<file path="src/rtl/fifo_burst_drainer.sv">
// ============================================================================
// fifo_burst_drainer : pops a FWFT FIFO and emits valid/ready bursts with last
// Revision: 1.0
// ============================================================================
`default_nettype none

module fifo_burst_drainer #(
  parameter int DATA_WIDTH     = 32,
  parameter int BURST_LEN      = 4,
  parameter int TIMEOUT_CYCLES = 8
) (
  input  logic                  clk,
  input  logic                  rst_n,
  input  logic                  fifo_empty_i,
  input  logic                  fifo_almost_empty_i,
  input  logic [DATA_WIDTH-1:0] fifo_rdata_i,
  output logic                  fifo_rden_o,
  output logic                  out_valid_o,
  input  logic                  out_ready_i,
  output logic [DATA_WIDTH-1:0] out_data_o,
  output logic                  out_last_o,
  output logic                  busy_o
);

  localparam int c_BEATS_W = $clog2(BURST_LEN + 1);
  localparam int c_TCNT_W  = $clog2(TIMEOUT_CYCLES + 1);

  localparam logic [c_BEATS_W-1:0] c_FULL_BEATS = c_BEATS_W'(BURST_LEN);
  localparam logic [c_BEATS_W-1:0] c_ONE_BEAT   = c_BEATS_W'(1);
  localparam logic [c_TCNT_W-1:0]  c_TCNT_LAST  = c_TCNT_W'(TIMEOUT_CYCLES - 1);

  typedef enum logic [0:0] {
    IDLE  = 1'b0,
    BURST = 1'b1
  } state_e;

  state_e                  state_q,      state_d;
  logic [c_BEATS_W-1:0]    beats_left_q, beats_left_d;
  logic [c_TCNT_W-1:0]     tcnt_q,       tcnt_d;
  logic                    valid_q,      valid_d;
  logic [DATA_WIDTH-1:0]   data_q,       data_d;
  logic                    last_q,       last_d;
  logic                    w_pop;

  // A pop needs a free (or freeing) output slot, so backpressure never drops a beat.
  assign w_pop = (state_q == BURST) && !fifo_empty_i && (beats_left_q != '0) &&
                 (!valid_q || out_ready_i);

  always_comb begin
    state_d      = state_q;
    beats_left_d = beats_left_q;
    tcnt_d       = tcnt_q;
    unique case (state_q)
      IDLE: begin
        if (!fifo_almost_empty_i) begin
          state_d      = BURST;
          beats_left_d = c_FULL_BEATS;
          tcnt_d       = '0;
        end else if (!fifo_empty_i && (tcnt_q == c_TCNT_LAST)) begin
          state_d      = BURST;
          beats_left_d = c_ONE_BEAT;
          tcnt_d       = '0;
        end else if (!fifo_empty_i) begin
          tcnt_d = tcnt_q + 1'b1;
        end else begin
          tcnt_d = '0;
        end
      end
      BURST: begin
        tcnt_d = '0;
        if (w_pop) begin
          beats_left_d = beats_left_q - 1'b1;
          if (beats_left_q == c_ONE_BEAT) begin
            state_d = IDLE;
          end
        end
      end
      default: begin
        state_d = IDLE;
      end
    endcase
  end

  always_comb begin
    valid_d = valid_q;
    data_d  = data_q;
    last_d  = last_q;
    if (w_pop) begin
      valid_d = 1'b1;
      data_d  = fifo_rdata_i;
      last_d  = (beats_left_q == c_ONE_BEAT);
    end else if (valid_q && out_ready_i) begin
      valid_d = 1'b0;
      last_d  = 1'b0;
    end
  end

  always_ff @(posedge clk) begin
    if (!rst_n) begin
      state_q      <= IDLE;
      beats_left_q <= '0;
      tcnt_q       <= '0;
      valid_q      <= 1'b0;
      data_q       <= '0;
      last_q       <= 1'b0;
    end else begin
      state_q      <= state_d;
      beats_left_q <= beats_left_d;
      tcnt_q       <= tcnt_d;
      valid_q      <= valid_d;
      data_q       <= data_d;
      last_q       <= last_d;
    end
  end

  assign fifo_rden_o = w_pop;
  assign out_valid_o = valid_q;
  assign out_data_o  = data_q;
  assign out_last_o  = last_q;
  assign busy_o      = (state_q != IDLE);

endmodule

`default_nettype wire

</file>
<file path="config.mk">
export PLATFORM = sky130hd
export DESIGN_NAME = fifo_burst_drainer
export DESIGN_NICKNAME = d
export VERILOG_FILES = /design/src/rtl/fifo_burst_drainer.sv
export SDC_FILE = /design/constraint.sdc
export NUM_CORES = 1
export LEC_CHECK = 0
export CAP_MARGIN = 10
export CORE_ASPECT_RATIO = 2
export CORE_UTILIZATION = 45
export CTS_CLUSTER_SIZE = 25
export DETAILED_ROUTE_END_ITERATION = 10
export PLACE_DENSITY = 0.85
export SETUP_SLACK_MARGIN = 0.1
export SLEW_MARGIN = 20
export SYNTH_ARGS = -nofsm -noshare
export SYNTH_HDL_FRONTEND = slang
export SYNTH_SLANG_ARGS = --single-unit
</file>
<file path="constraint.sdc">
create_clock -name clk -period 6.97 [get_ports clk]
set_input_delay 2.091 -clock clk [delete_from_list [all_inputs] [get_ports clk]]
set_output_delay 2.091 -clock clk [all_outputs]
set_load 0.02 [all_outputs]
</file>
==> impl_metrics.tcl <==
set metrics [dict create \
    outcome "complete, no violations" \
    synth_warnings 0 \
    power_leakage_nw 0.910 \
    hold_slack_ns 0.451 \
    synthXorXnorAreaFrac 0.0104 \
    fin_crit_sh 0.890 \
    worstPathArrival_ns 4.11 \
    power_density_nw_per_um2 219 \
    drive_above_1_share 0.0456 \
    irDropWorstVdd_mv 0.204 \
    switching_share 0.222 \
    power.internal_w 0.000433 \
    grt_antenna_before_repair 0 \
    cts_tree "yes" \
    path_cells "clkdlybuf4s50_1, or3b_1, or2_1, clkinv_4, clkdlybuf4s50_1" \
    coreArea_um2 3610 \
    netlist_instances 192 \
    cp_common_cell "clkdlybuf4s50_1" \
    holdCritPathClass "register to register" \
    final.setup.tns_ns 0 \
    avgViaCountPerCell 4.88 \
    dr.pass1.iters 4 \
    clock_sinks 42 \
    area_growth_pct 50.5 \
    ctsHoldBuffers 0 \
    seqPwrFrac 0.455 \
    clkTransAtPathRegs_ns 0.07 \
    required_ns 4.88 \
    final_area_um2 2540 \
    maxCapViolations 0 \
    clockPowerShare 0.411 \
    slowest_delay_ns 0.65 \
    htreeDepth 2 \
    first_iter_violations 40 \
    maxSlewViolCount 0 \
    yosys.area_share.adder 0.0296 \
    regToRegEndpoint "beats_left_q[0]" \
    crit_family "buffers and inverters" \
    syn-num-nets 233 \
    crit_path_max_fanout 34 \
    synth.distinct_cells 28 \
    period_minus_slack_ns 6.20 \
    grt_remaining_overflow 0 \
    start_kind "input port" \
    hold_violations 0 \
    ys_ff_latch 42 \
    wl_mm 3.97 \
    start_util 0.468 \
    rsz0062_at_grt "no" \
    die_area_um2 4020 \
    placed_cell_area_um2 2400 \
    slowest_stage "clkdlybuf4s50_1" \
    postCtsSetupRepairBufs 0 \
    r2r_start "beats_left_q[0]" \
    num_vias 1524 \
    antenna_left 0 \
    slew_headroom 0.764 \
    hold_end "tcnt_q[0]" \
    synth_mux_area_frac 0.00593 \
    yosysSeqAreaShare 0.498 \
    synth_area_per_cell_um2 8.80 \
    hold_start "tcnt_q[0]" \
    critPathBufInv 3 \
    hold_path_depth 1 \
    critPathKind "input port to output port" \
    synthTopCellsByArea "dfxtp_1 50%, nand2_1 16%, a21boi_1 13%, buf_6 3.3%, ha_1 3.0%" \
    dp_hpwl_mm 2.80 \
    port-buffer-count 72 \
    yosys.area_share.simple 0.211 \
    combPwrFrac 0.134 \
    grtUsageTotal 0.212 \
    cts_resized 0 \
    grt_pass1_vias 1360 \
    timing.fmax_ghz 0.161 \
    end_kind "output port" \
    insertion_delay_ns 0.30 \
    gp_congestion 0.751 \
    synth_compound_area_frac 0.181 \
    setup_viol 0 \
    synthArstFlopShare 0 \
    rrSetupSlack_ns 4.87 \
    fin_nets 303 \
    synth_top_area_share 0.498 \
    finClkSkew_ns 0.0124 \
    synth_edf_count 0 \
    yosys_most_used_dff "dfxtp_1" \
    dieWidth_um 45.3 \
    root_buffer "clkbuf_8" \
    p_sw_w 0.000123 \
    synthesis.area_um2 1690 \
    rows 31 \
    yosysTopAreaCell "dfxtp_1" \
    n_antenna_cell 0 \
    drc 0 \
    rr_worst_depth 8 \
    die_h_um 88.6 \
    numCtsBuffers 5 \
    grt_pass1_wl_mm 6.04 \
    ioPinCount 73 \
    cts_buffer_depth 2 \
    grt_max_degree 43 \
    synth_top_family_by_area "simple AND/OR/NAND/NOR gates" \
    routedWlPerCell_um 12.7 \
    tightest_slew_ns 0.353 \
]
sequential cells by signal (all words and copies together), names as in the netlist:
signal        count
beats_left_q      3
busy_o            1
out_data_o       32
out_valid_o       1
out_last_o        1
tcnt_q            4
logic make-up after synthesis:
family | Yosys count
compound gates | 40
xor+xnor | 2
fa+ha+maj | 4
buf+inv | 17
flops | 42
mux | 1
simple gates | 86
worst reg2reg max path, cell delays in order (launching register included):
cell and delay [ns]:
dfxtp_1 0.38, inv_1 0.06, ha_1 0.21, ha_1 0.19, or3b_1 0.36, or2_1 0.27, buf_4 0.27, a21oi_1 0.18
o211a_1 0.14
power by group through the flow:
stage          registers (W)  logic (W)  clock network (W)
2_1_floorplan       0.000266  0.0000290                  0
5_1_grt             0.000254  0.0000803           0.000245
6_report            0.000253  0.0000743           0.000229
3_5_place_dp        0.000258  0.0000742                  0
4_1_cts             0.000253  0.0000750           0.000235
3_3_place_gp        0.000258  0.0000733                  0
cells in the mapped netlist, drive strengths merged (2+ instances only):
master  count
nor2        4
a21boi     34
a21oi       2
buf         7
nand2      70
clkbuf      4
nand3       4
ha          4
inv         5
dfxtp      42
metal layers:
metal  vias to the layer above  share of wire  GRT usage
met5                         -              0          0
met1                       702           0.35      0.204
li1                        759              -          -
met3                        17          0.037     0.0592
met4                         0          0.056      0.185
met2                        46           0.55      0.353
worst max path at each step:
stage	from	end	slack (ns)	cells past startpoint
2_1_floorplan	fifo_empty_i	fifo_rden_o	1.87	5
3_3_place_gp	fifo_empty_i	fifo_rden_o	0.79	5
3_5_place_dp	fifo_empty_i	fifo_rden_o	0.76	5
4_1_cts	fifo_empty_i	fifo_rden_o	0.76	5
5_1_grt	fifo_empty_i	fifo_rden_o	0.68	5
6_report	fifo_empty_i	fifo_rden_o	0.77	5
layout make-up:
type / count / area (µm²)
multi-input cells: 133 / 739
inverters: 6 / 27.5
fillers: 290 / 1060
well taps: 49 / 61.3
clock inverters: 3 / 68.8
repair buffers: 74 / 736
clock buffers: 5 / 68.8
flip-flops and latches: 42 / 841
stage by stage:
stage	setup WS [ns]	utilization	power, W	instances
after detailed placement	0.760	0.667	0.000333	304
after floorplan	1.87	-	0.000295	192
final	0.769	0.705	0.000556	312
after CTS	0.757	0.705	0.000563	312
after global routing	0.680	0.705	0.000579	312
after global placement	0.789	0.667	0.000331	304
cell usage in the layout (no fill, tap or decap), types with 2 or more instances in the layout:
master           Yosys  routed
clkdlybuf4s50_1      0      72
ha_1                 4       4
nand2_1             70      70
a21boi_1            29      29
bufinv_16            0       2
nand3_1              4       4
clkbuf_8             0       5
inv_1                5       5
a21boi_0             5       5
a21oi_1              2       2
dfxtp_1             42      42
buf_4                0       2
clkinv_4             1       2
nor2_1               4       4
Note: power is estimated with default switching activity, not from simulation.
